$ cat src/rtl/tt_um_nibble_tx.sv
// Serial byte transmitter: start, 8 data bits LSB first, optional even parity, stop.
// tx goes low one cycle after acceptance; start is ignored while busy, with done pulsing one cycle per frame.
module tt_um_nibble_tx #(
    parameter int CLKS_PER_BIT = 16,
    parameter int PARITY_EN    = 1
) (
    input  logic       clk,
    input  logic       reset,
    input  logic [7:0] ui_in,
    input  logic [7:0] uio_in,
    output logic [7:0] uo_out,
    output logic [7:0] uio_out,
    output logic [7:0] uio_oe,
    input  logic       ena
);

    typedef enum logic [2:0] {IDLE, START, DATA, PARITY, STOP} state_t;

    localparam logic [7:0] LAST_TICK = 8'(CLKS_PER_BIT - 1);

    state_t     state, state_n;
    logic [7:0] baud, baud_n;
    logic [2:0] bit_idx, bit_idx_n;
    logic [7:0] shreg, shreg_n;
    logic       par, par_n;
    logic       tx, tx_n;
    logic       busy, busy_n;
    logic       done, done_n;
    logic       start;
    logic       bit_end;
    logic       unused_inputs;

    assign start         = uio_in[0];
    assign bit_end       = (baud == LAST_TICK);
    assign unused_inputs = &{1'b0, ena, uio_in[7:1]};

    always_ff @(posedge clk) begin
        if (reset) begin
            state   <= IDLE;
            baud    <= 8'd0;
            bit_idx <= 3'd0;
            shreg   <= 8'd0;
            par     <= 1'b0;
            tx      <= 1'b1;
            busy    <= 1'b0;
            done    <= 1'b0;
        end else begin
            state   <= state_n;
            baud    <= baud_n;
            bit_idx <= bit_idx_n;
            shreg   <= shreg_n;
            par     <= par_n;
            tx      <= tx_n;
            busy    <= busy_n;
            done    <= done_n;
        end
    end

    always_comb begin
        state_n   = state;
        baud_n    = baud;
        bit_idx_n = bit_idx;
        shreg_n   = shreg;
        par_n     = par;
        tx_n      = tx;
        busy_n    = busy;
        done_n    = 1'b0;

        if (state != IDLE) begin
            baud_n = bit_end ? 8'd0 : baud + 8'd1;
        end

        case (state)
            IDLE: begin
                tx_n   = 1'b1;
                busy_n = 1'b0;
                if (start) begin
                    state_n   = START;
                    shreg_n   = ui_in;
                    par_n     = ^ui_in;
                    baud_n    = 8'd0;
                    bit_idx_n = 3'd0;
                    tx_n      = 1'b0;
                    busy_n    = 1'b1;
                end
            end
            START: begin
                if (bit_end) begin
                    state_n = DATA;
                    tx_n    = shreg[0];
                end
            end
            DATA: begin
                if (bit_end) begin
                    if (bit_idx == 3'd7) begin
                        // Index stays at 7 until the next acceptance reloads it.
                        if (PARITY_EN != 0) begin
                            state_n = PARITY;
                            tx_n    = par;
                        end else begin
                            state_n = STOP;
                            tx_n    = 1'b1;
                        end
                    end else begin
                        shreg_n   = {1'b0, shreg[7:1]};
                        tx_n      = shreg[1];
                        bit_idx_n = bit_idx + 3'd1;
                    end
                end
            end
            PARITY: begin
                if (bit_end) begin
                    state_n = STOP;
                    tx_n    = 1'b1;
                end
            end
            STOP: begin
                if (bit_end) begin
                    state_n = IDLE;
                    tx_n    = 1'b1;
                    busy_n  = 1'b0;
                    done_n  = 1'b1;
                end
            end
            default: begin
                state_n = IDLE;
                tx_n    = 1'b1;
                busy_n  = 1'b0;
            end
        endcase
    end

    assign uo_out  = {5'b00000, done, busy, tx};
    assign uio_out = 8'h00;
    assign uio_oe  = 8'h00;

endmodule

$ cat config.mk
export PLATFORM = sky130hd
export DESIGN_NAME = tt_um_nibble_tx
export DESIGN_NICKNAME = d
export VERILOG_FILES = /design/src/rtl/tt_um_nibble_tx.sv
export SDC_FILE = /design/constraint.sdc
export NUM_CORES = 1
export LEC_CHECK = 0
export CAP_MARGIN = 5
export CORE_MARGIN = 2
export CORE_UTILIZATION = 48
export DETAILED_ROUTE_END_ITERATION = 6
export GPL_ROUTABILITY_DRIVEN = 0
export PLACE_DENSITY = 0.8
export SLEW_MARGIN = 25
export SYNTH_ARGS = -nofsm -noshare
export SYNTH_HDL_FRONTEND = slang
export SYNTH_SLANG_ARGS = --single-unit
$ cat constraint.sdc
create_clock -name clk -period 1.85 [get_ports clk]
set_input_delay 0.37 -clock clk [delete_from_list [all_inputs] [get_ports clk]]
set_output_delay 0.37 -clock clk [all_outputs]
set_load 0.1 [all_outputs]
* Yosys cells after proc, flatten, opt, wreduce, memory -nomap -nowiden
Cells that the tools add are included.
** Operators by class
- $add $sub $neg :: 2
- Multiply operators :: 0
- Div/mod/pow operators :: 0
- $lt $le $gt $ge :: 0
- Equal/unequal tests :: 14
- Shift-type cells :: 0
- Mux-type cells :: 29
- Bitwise logic cells :: 2
- Reductions and logical operators :: 12
** Operators with widths (count)
- $mux W8 :: 7
- $mux W3 :: 9
- $pmux W8 S2 :: 1
- $pmux W3 S5 :: 1
- $ne A2 B2 Y1 const B :: 7
- $add A8 B1 Y8 const B :: 1
- $eq A8 B4 Y1 const B :: 1
- $mux W1 :: 8
- $reduce_xor A8 Y1 :: 1
- $eq A3 B2 Y1 const B :: 2
- $eq A3 B3 Y1 const B :: 2
- $pmux W3 S2 :: 1
- $reduce_and A6 Y1 :: 1
- $pmux W1 S4 :: 1
- $reduce_and A2 Y1 :: 2
- $reduce_and A4 Y1 :: 1
- $reduce_or A2 Y1 :: 2
- $add A3 B1 Y3 const B :: 1
- $eq A3 B1 Y1 const B :: 1
- $logic_not A3 Y1 :: 1
- $pmux W1 S3 :: 1
- $reduce_and A3 Y1 :: 1
- $reduce_bool A3 Y1 :: 1
- $reduce_or A3 Y1 :: 1
- other kinds (3) :: 4
** Word-level totals
- Register bits after elaboration :: 26
- Latch bits :: 0
- RAM bits :: 0
- ROM bits :: 0
- Bits of input ports :: 19
- Output and inout bits :: 24
- Memories :: 0

* Longest topological paths before layout
Gate-level depths: netlist of the first run.
- Depth in word-level cells :: 5
- Depth in mapped cells :: 7
- Mapped depth without buffers :: 6

* Worst setup path before layout of the first run
Ideal clock, no wire load.
- Path kind :: register to register
- Start :: reg baud[0]
- End :: reg shreg[4]
- Library setup time :: 0.091 ns
- Arrival :: 1.584 ns
- Setup slack :: 0.175 ns
- Cell stages (with the launch flop) :: 8
- Path buffers :: 2
- Period minus slack after synthesis :: 1.675 ns
- Cell sequence :: dfxtp_1 ha_1 and3_1 clkbuf_1 a21o_1 buf_2 a21oi_1 a311oi_1
** On the way
- Word-level cells in the longest chain between the ends :: 3
** RTL lines
- from (decl) :: line 22 : logic [7:0] baud, baud_n;
- from (signal assigned) :: line 49 : baud <= baud_n;
- $eq A8 B4 Y1 :: line 34 : assign bit_end = (baud == LAST_TICK);
- $ne A2 B2 Y1 (no line)
- $reduce_and A4 Y1 (no line)
- to (signal assigned) :: line 51 : shreg <= shreg_n;
- to (decl) :: line 24 : logic [7:0] shreg, shreg_n;
Every way passes these cells.
A chain may end at the register's enable or synchronous reset.

* Worst setup path after layout of the first run
- Start :: reg baud[0]
- End :: reg tx
** On the way
- Word-level cells in the longest chain between the ends :: 3
- Elaborated cells on any way between the ends :: 5
** RTL lines
- $eq A8 B4 Y1 (*) :: line 34
- $ne A2 B1 Y1 (no line) or $ne A2 B2 Y1 (tied branches)
- $reduce_and A3 Y1 (no line) (*)
- to (signal assigned) :: line 53 : tx <= tx_n;
- to (decl) :: line 26 : logic tx, tx_n;
Every way passes the cells marked *; elsewhere a longest branch is shown, timed or not.

==> results.yml, run 1 <==
setup_path:
  crit_required_ns: 2.09
  path_cells: "ha_1 > and3_2 > and2_1 > or4b_1 > a21o_1"
  cp_max_fo: 8
  cp.arrival_ns: 2.00
  critPathCaptureType: "register"
  cp_slowest_cell: "or4b_1"
  critPathMaxStageDelay_ns: 0.48
  startpoint_type: "register"
  critPathKind: "register to register"
final_layout:
  nNetsFinal: 220
  final_common_cell: "dfxtp_1"
  n_antenna_cell: 0
  fillers: 286
  syn_to_final_growth_pct: 12.7
  drive_above_1_share: 0.168
  layout_common_cells: "dfxtp_1 (26), a21oi_1 (21), conb_1 (21)"
logic_synthesis:
  synth-edff-count: 0
  async_reset_ff_frac: 0
  synthXorXnorAreaFrac: 0.0495
  ys_types: 44
  synth_cells: 182
  yosys_warnings: 0
  avgSynthCellArea_sq_um: 8.74
  ys.flop_type: "dfxtp_1"
  synthAdderAreaFrac: 0.0236
  syn-cell-area_sq_um: 1590
  ys_ff_latch: 26
  yosys.area_share.simple: 0.178
  synth_top_family_by_area: "compound AO/OA/AOI/OAI gates"
  synth-compound-area-share: 0.207
  synth-seq-area-share: 0.327
  synth.area.mux_share: 0.0574
die:
  die_area_sq_um: 3790
  pin_count: 43
  die_height_microns: 61.6
  fp-row-count: 20
  core-area_sq_um: 3100
  die_x_microns: 61.6
  initial_utilization: 0.513
global_routing:
  grt_pass1_wl_mm: 5.02
  grt_max_degree: 27
  grt_pass1_vias: 1167
  antenna_found_initial: 0
  overflow: 0
  grt.total_usage: 0.176
power:
  leakage_nw: 0.711
  ir_drop_mv: 0.304
  power_density_nw_per_um2: 692
  power_mw: 1.24
clock_tree:
  cts_tree: "done"
  clock-root-buffer: "clkbuf_4"
  post_cts_buffers: 0
  holdBufCountCts: 0
  ctsResizeCount: 0
  insertion_delay_ns: 0.32
  cts-htree-levels: 1
  clk_pin_slew_ns: 0.14
  clock_sinks: 26
  cts_made_buffers: 3
  clk_path_buf_depth: 2
route:
  drtPass1Iterations: 4
  wl_per_cell_microns: 13.0
  antenna_left: 0
  drtIter0Drc: 40
  drcViolationCount: 0
  vias_per_cell: 5.48
  wirelength_mm: 3.12
  via_count: 1316
sta:
  slew_viol_final: 0
  max_clock_freq_ghz: 0.566
  period_minus_slack_ns: 1.77
  clock_skew_ns: 0.00279
  setup_violations: 0
  rsz0062_at_grt: "false"
  setup_tns_ns: 0
  finalHoldViolCount: 0
  fin_crit_sh: 0.955
placement:
  hpwl_mm: 2.25
  place.port_buffers: 13
flow_run:
  max_cap_viol_count: 0
outcome:
  status: "finished, final reports clean"
min_path:
  hold_class: "register to register"
## cell usage after synthesis (2+ instances only)
| cell | n | area share |
|---|---|---|
| xnor2_1 | 8 | 0.044 |
| nor2_1 | 7 | 0.017 |
| or4_1 | 2 | 0.0094 |
| nor4_1 | 2 | 0.0079 |
| a311oi_1 | 11 | 0.061 |
| o21ai_0 | 8 | 0.025 |
| nand2b_1 | 3 | 0.012 |
| a21oi_1 | 22 | 0.069 |
| nor3_1 | 3 | 0.0094 |
| a21o_1 | 2 | 0.0094 |
| ha_1 | 3 | 0.024 |
| buf_4 | 25 | 0.12 |
| nand4_1 | 3 | 0.012 |
| nand3_1 | 6 | 0.019 |
| clkbuf_1 | 8 | 0.019 |
| nand2_1 | 6 | 0.014 |
| dfxtp_1 | 26 | 0.33 |
| buf_2 | 2 | 0.0063 |
| mux2i_1 | 8 | 0.050 |
| nor3b_1 | 3 | 0.014 |
## flip-flops by register name, indices dropped and copies added, names as in the netlist
name     flops
bit_idx      3
shreg        8
done         1
tx           1
busy         1
state        3
par          1
baud         8
## worst max-delay path, delay by kind of cell, from the launching register on
kind | cells | cell delay [ns]
AOI/OAI and AO/OA | 1 | 0.16
adders and majority gates | 1 | 0.22
DFF | 1 | 0.36
and+or+nand+nor | 3 | 0.95
## through the flow
stage / setup WS [ns] / instances / hold slack [ns] / utilization / cell area [sq um]
after global placement: 0.0463 / 237 / 0.467 / 0.560 / 1740
after floorplan: 0.175 / 202 / 0.453 / - / 1670
after CTS: 0.0159 / 240 / 0.493 / 0.568 / 1760
final: 0.0838 / 240 / 0.490 / 0.578 / 1790
after global routing: 0.00518 / 240 / 0.513 / 0.578 / 1790
after detailed placement: -0.0271 / 237 / 0.475 / 0.560 / 1740
## report_power, final
| part | internal (mW) | total [mW] | leakage, nW | switching, mW |
|---|---|---|---|---|
| Clock | 0.0764 | 0.243 | 0.0138 | 0.167 |
| Sequential | 0.584 | 0.599 | 0.212 | 0.0149 |
| Combinational | 0.103 | 0.399 | 0.485 | 0.296 |
| Total | 0.763 | 1.24 | 0.711 | 0.478 |
## final timing paths
path	startpoint	end	slack (ns)	cells after the start
setup / recovery	baud[0]	tx	0.08	5
hold / removal	bit_idx[1]	bit_idx[1]	0.49	2
setup reg to reg	baud[0]	tx	0.08	5
hold reg to reg	bit_idx[1]	bit_idx[1]	0.49	2
## final cells by class
cell class / instances / area [sq um] / area share
multi-input combinational: 138 / 932 / 0.520
sequential: 26 / 520 / 0.290
timing repair buffer: 28 / 260 / 0.145
tap: 44 / 55.1 / 0.0307
clock buffer: 3 / 22.5 / 0.0126
inverter: 1 / 3.75 / 0.00209
## cells by family after synthesis
group	Yosys count
AND/OR/NAND/NOR	46
buffers and inverters	38
other	1
XOR/XNOR	9
multiplexers	9
adder cells (fa/ha/maj)	3
AO/OA/AOI/OAI	50
flip-flops	26
## per-layer routing
layer  GRT usage  wire length, microns  up-vias
met3      0.0252                    90        5
met5           0                     0        -
met1       0.218                  1400      626
met2       0.308                  1580       32
li1            -                     -      653
met4      0.0638                    49        0
No activity file was read; power rests on OpenSTA's default activity.
==> run 2: changes to the inputs <==
- CELL_PAD_IN_SITES_DETAIL_PLACEMENT: unset -> 1
- CELL_PAD_IN_SITES_GLOBAL_PLACEMENT: unset -> 1
- CORE_UTILIZATION: 48 -> 35
- PLACE_DENSITY: 0.8 -> unset
- PLACE_DENSITY_LB_ADDON: unset -> 0.1
==> run 2 against run 1 <==
Die area up 35%. Non-clock buffer count up 3. Worst setup slack better by 0.038 ns. Core utilization down 15 points. Clock skew up 0.0025 ns. Flip-flop and latch count unchanged. Combinational power about the same. Critical path depth up 1. Global-route usage down 1.5 points. Critical endpoint unchanged. Largest power group unchanged.
==> results.yml, run 2 (same netlist as run 1, synthesis figures left out) <==
clock_tree:
  insertion_delay_ns: 0.28
  clk_pin_slew_ns: 0.10
  clock_sinks: 26
  cts-htree-levels: 1
  post_cts_buffers: 0
  clock-root-buffer: "clkbuf_8"
  cts_made_buffers: 3
  cts_tree: "done"
  clk_path_buf_depth: 2
  holdBufCountCts: 0
sta:
  max_clock_freq_ghz: 0.579
  whs_ns: 0.505
  period_minus_slack_ns: 1.73
  fin_crit_sh: 0.934
  finalHoldViolCount: 0
  slew_viol_final: 0
  rsz0062_at_grt: "false"
  setup_violations: 0
  clock_skew_ns: 0.00527
setup_path:
  cp_max_fo: 4
  r2r_cells: 6
  startpoint_type: "register"
  crit_required_ns: 2.03
  path_cells: "ha_1 > ha_2 > mux2_2 > nor3b_2 > o221ai_1 > a21o_1"
  critPathMaxStageDelay_ns: 0.37
  cp.buffers_inverters: 0
  regToRegEndpoint: "tx"
  r2r-start: "bit_idx[0]"
  crit_family: "adder cells"
  r2r_setup_slack_ns: 0.12
  critPathCaptureType: "register"
  cp_slowest_cell: "dfxtp_1"
  critPathKind: "register to register"
  cp.arrival_ns: 1.91
placement:
  place.port_buffers: 13
  hpwl_mm: 2.88
die:
  die_area_sq_um: 5100
  fp-row-count: 24
  die_height_microns: 71.4
  core-area_sq_um: 4350
  pin_count: 43
  initial_utilization: 0.366
  die_x_microns: 71.4
min_path:
  hold-path-cell-count: 2
  min_to: "shreg[7]"
  hold_class: "register to register"
  hp-start: "shreg[7]"
route:
  wl_per_cell_microns: 15.5
  drtPass1Iterations: 4
  via_count: 1341
  drcViolationCount: 0
  wirelength_mm: 3.89
  antenna_left: 0
  vias_per_cell: 5.32
  drtIter0Drc: 64
global_routing:
  antenna_found_initial: 0
  grt.total_usage: 0.161
  overflow: 0
  grt_pass1_vias: 1397
  grt_max_degree: 27
  grt_pass1_wl_mm: 6.60
power:
  pwr-share-seq: 0.405
  p_sw_mw: 0.507
  p_int_mw: 0.976
  ir_drop_mv: 0.401
  clkPwrFrac: 0.324
  power_mw: 1.48
  sw_frac_of_total: 0.342
  comb_power_share: 0.271
  power_density_nw_per_um2: 788
  leakage_nw: 0.749
final_layout:
  top_regs: "baud x8, shreg x8"
  n_antenna_cell: 0
  postLayoutCoreUtil: 0.432
  final_common_cell: "dfxtp_1"
  nNetsFinal: 223
  syn_to_final_growth_pct: 18.2
  drive_above_1_share: 0.190
  layout_common_cells: "dfxtp_1 (26), a21oi_1 (21), conb_1 (21)"
  fillers: 508
flow_run:
  max_cap_viol_count: 0
outcome:
  status: "finished, final reports clean"
## run 2: changes by cell type in the layout (fill, tap and decap cells not counted)
| cell | change |
|---|---|
| buf_4 | +3 |
| clkbuf_4 | -3 |
| clkbuf_8 | +3 |
| and2_1 | -1 |
| and2_2 | +1 |
| and3_2 | -1 |
| and3_4 | +1 |
| bufinv_16 | +1 |
## run 2: per-stage QoR
stage               instances  instance area (sq um)  setup TNS [ns]  setup slack [ns]
floorplan                 202                   1670               0             0.175
global placement          248                   1770               0            0.0421
CTS                       252                   1860               0            0.0220
global route              252                   1880               0           0.00955
detailed placement        248                   1770          -0.125           -0.0431
finish                    252                   1880               0             0.122
## run 2: routing by layer
metal	vias to the layer above	part of all wire	GRT usage
met5	-	0	0
met4	0	0.011	0.0440
met3	4	0.031	0.0211
met2	32	0.51	0.288
met1	650	0.45	0.202
li1	655	-	-
## run 2: repair_timing
item | in CTS | in global routing
resized for setup | 4 | 5
endpoints found under the hold margin | 0 | 0
endpoints found under the setup margin | 8 | 10
## run 2: worst reg2reg max path, stage by stage (launching register included)
cell and delay (ns):
dfxtp_1 0.37, ha_1 0.16, ha_2 0.24, mux2_2 0.37, nor3b_2 0.16, o221ai_1 0.15, a21o_1 0.19
## run 2: power by group through the flow
stage          logic, mW  clock network (mW)  registers [mW]
5_1_grt            0.422               0.520           0.603
2_1_floorplan      0.357                   0           0.606
3_3_place_gp       0.389                   0           0.611
3_5_place_dp       0.395                   0           0.612
6_report           0.401               0.481           0.600
4_1_cts            0.399               0.495           0.600
## run 2: how the worst max path moves through the flow
stage | start | depth (start not counted) | to | slack, ns
2_1_floorplan | baud[0] | 7 | shreg[4] | 0.17
3_3_place_gp | uio_in[0] | 3 | baud[5] | 0.04
3_5_place_dp | uio_in[0] | 4 | shreg[3] | -0.04
4_1_cts | baud[0] | 6 | tx | 0.02
5_1_grt | bit_idx[0] | 6 | tx | 0.01
6_report | bit_idx[0] | 6 | tx | 0.12
## run 2: cell type report
class / count / area [sq um] / share of cell area
Clock buffer: 3 / 41.3 / 0.0220
Clock inverter: 1 / 30.0 / 0.0160
Inverter: 1 / 3.75 / 0.00200
Multi-Input combinational cell: 138 / 937 / 0.498
Sequential cell: 26 / 520 / 0.277
Tap cell: 52 / 65.1 / 0.0346
Timing Repair Buffer: 31 / 283 / 0.150
==> run 3: changes to the inputs <==
- CORE_UTILIZATION: 35 -> 38
- clock period: 1.85 -> 2 ns (I/O delays scaled with it)
==> run 3 against run 2 <==
Critical path depth is 2 lower. First-iteration DRC count up 17%. Fmax is 5.4% lower. Flip-flop and latch count is the same. Die area down 7.5%. Highest routed layer unchanged.
==> results.yml, run 3 (same netlist as run 1, synthesis figures left out) <==
route:
  dr_wl_met2_mm: 1.91
  via_count: 1320
  antenna_left: 0
  drcViolationCount: 0
  drtPass1Iterations: 3
  wl_per_cell_microns: 15.1
  wl_met3_microns: 100
  drtIter0Drc: 75
  vias_per_cell: 5.37
  wl_met1_mm: 1.66
  wirelength_mm: 3.72
  top_layer: "met4"
power:
  p_int_mw: 0.898
  pwr-share-seq: 0.405
  power_density_nw_per_um2: 756
  ir_drop_mv: 0.266
  p_sw_mw: 0.472
  sw_frac_of_total: 0.344
  leakage_nw: 0.722
  comb_power_share: 0.265
  clkPwrFrac: 0.330
sta:
  period_minus_slack_ns: 1.83
  rsz0062_at_grt: "false"
  setup_tns_ns: 0
  max_clock_freq_ghz: 0.547
  finalHoldViolCount: 0
  whs_ns: 0.495
  fin_crit_sh: 0.913
  relSlewSlack: 0.606
  clock_skew_ns: 0.00850
  slew_viol_final: 0
  tightest_slew_ns: 0.587
  setup_violations: 0
setup_path:
  r2r_cells: 4
  regToRegEndpoint: "bit_idx[0]"
  cp-startpoint: "state[0]"
  crit_required_ns: 2.22
  r2r-start: "state[0]"
  critPathKind: "register to register"
  r2r_setup_slack_ns: 0.17
  cp_max_fo: 6
  critPathCaptureType: "register"
  endpoint: "bit_idx[0]"
  startpoint_type: "register"
  cp.arrival_ns: 2.05
final_layout:
  final_common_cell: "dfxtp_1"
  fillers: 487
  top_regs: "baud x8, shreg x8"
  final_area_sq_um: 1810
  postLayoutCoreUtil: 0.449
  finalNonFillerCells: 246
  layout_common_cells: "dfxtp_1 (26), a21oi_1 (22), conb_1 (21)"
  n_antenna_cell: 0
  nNetsFinal: 219
  drive_above_1_share: 0.143
  syn_to_final_growth_pct: 13.8
global_routing:
  antenna_found_initial: 0
  overflow: 0
  grt.total_usage: 0.163
  grt_pass1_vias: 1216
  grt_pass1_wl_mm: 5.79
  grt_max_degree: 27
clock_tree:
  clk_pin_slew_ns: 0.10
  clock-root-buffer: "clkbuf_8"
  cts_made_buffers: 3
  cts-htree-levels: 1
  holdBufCountCts: 0
  cts_tree: "done"
  clk_path_buf_depth: 2
  clock_sinks: 26
  insertion_delay_ns: 0.28
die:
  die_area_sq_um: 4720
  pin_count: 43
  die_x_microns: 68.7
  fp-row-count: 23
  core-area_sq_um: 4030
  die_height_microns: 68.7
  initial_utilization: 0.395
placement:
  hpwl_mm: 2.73
  place.port_buffers: 13
  dpl_cell_area_sq_um: 1730
  place_inst: 242
outcome:
  status: "finished, final reports clean"
flow_run:
  max_cap_viol_count: 0
min_path:
  hold_class: "register to register"
## run 3: layout make-up
cell class,instances,area (sq um),area share
Timing Repair Buffer,27,240,0.133
Tap cell,50,62.6,0.0346
Inverter,1,3.75,0.00207
Clock buffer,3,41.3,0.0228
Multi-Input combinational cell,138,912,0.504
Sequential cell,26,520,0.287
Clock inverter,1,30.0,0.0166
## run 3: how the worst min path moves through the flow
stage	startpoint	to	depth (start not counted)
3_5_place_dp	shreg[7]	shreg[7]	2
5_1_grt	shreg[7]	shreg[7]	2
3_3_place_gp	busy	busy	2
6_report	bit_idx[2]	bit_idx[2]	2
2_1_floorplan	bit_idx[1]	bit_idx[1]	2
4_1_cts	bit_idx[2]	bit_idx[2]	2
## run 3: stage by stage
| step | power, mW | worst slack, ns |
|---|---|---|
| 6_report | 1.37 | 0.173 |
| 5_1_grt | 1.42 | 0.0386 |
| 3_3_place_gp | 0.921 | 0.0858 |
| 2_1_floorplan | 0.892 | 0.325 |
| 4_1_cts | 1.37 | 0.0760 |
| 3_5_place_dp | 0.927 | 0.0311 |
## run 3: timing repair
item,CTS,global route
endpoints found under the setup margin,0,1
resized for setup,0,1
setup buffers,0,0
hold endpoints to repair,0,0
## run 3: power by group through the flow
stage                     Combinational (mW)  Clock, mW  Sequential (mW)
final                                  0.363      0.452            0.554
after global routing                   0.383      0.476            0.558
after CTS                              0.362      0.456            0.554
after detailed placement               0.362          0            0.566
after global placement                 0.356          0            0.565
after floorplan                        0.331          0            0.561
## run 3: metal layers
| metal | vias up | global-route usage |
|---|---|---|
| li1 | 651 | - |
| met1 | 644 | 0.200 |
| met2 | 20 | 0.292 |
| met3 | 5 | 0.0244 |
| met4 | 0 | 0.0515 |
| met5 | - | 0 |
## run 3: worst max-delay path, stage by stage, from the launching register on
cell	delay (ns)
dfxtp_1	0.39
nor3_2	0.54
a2bb2oi_1	0.20
or4_1	0.50
a21oi_1	0.14
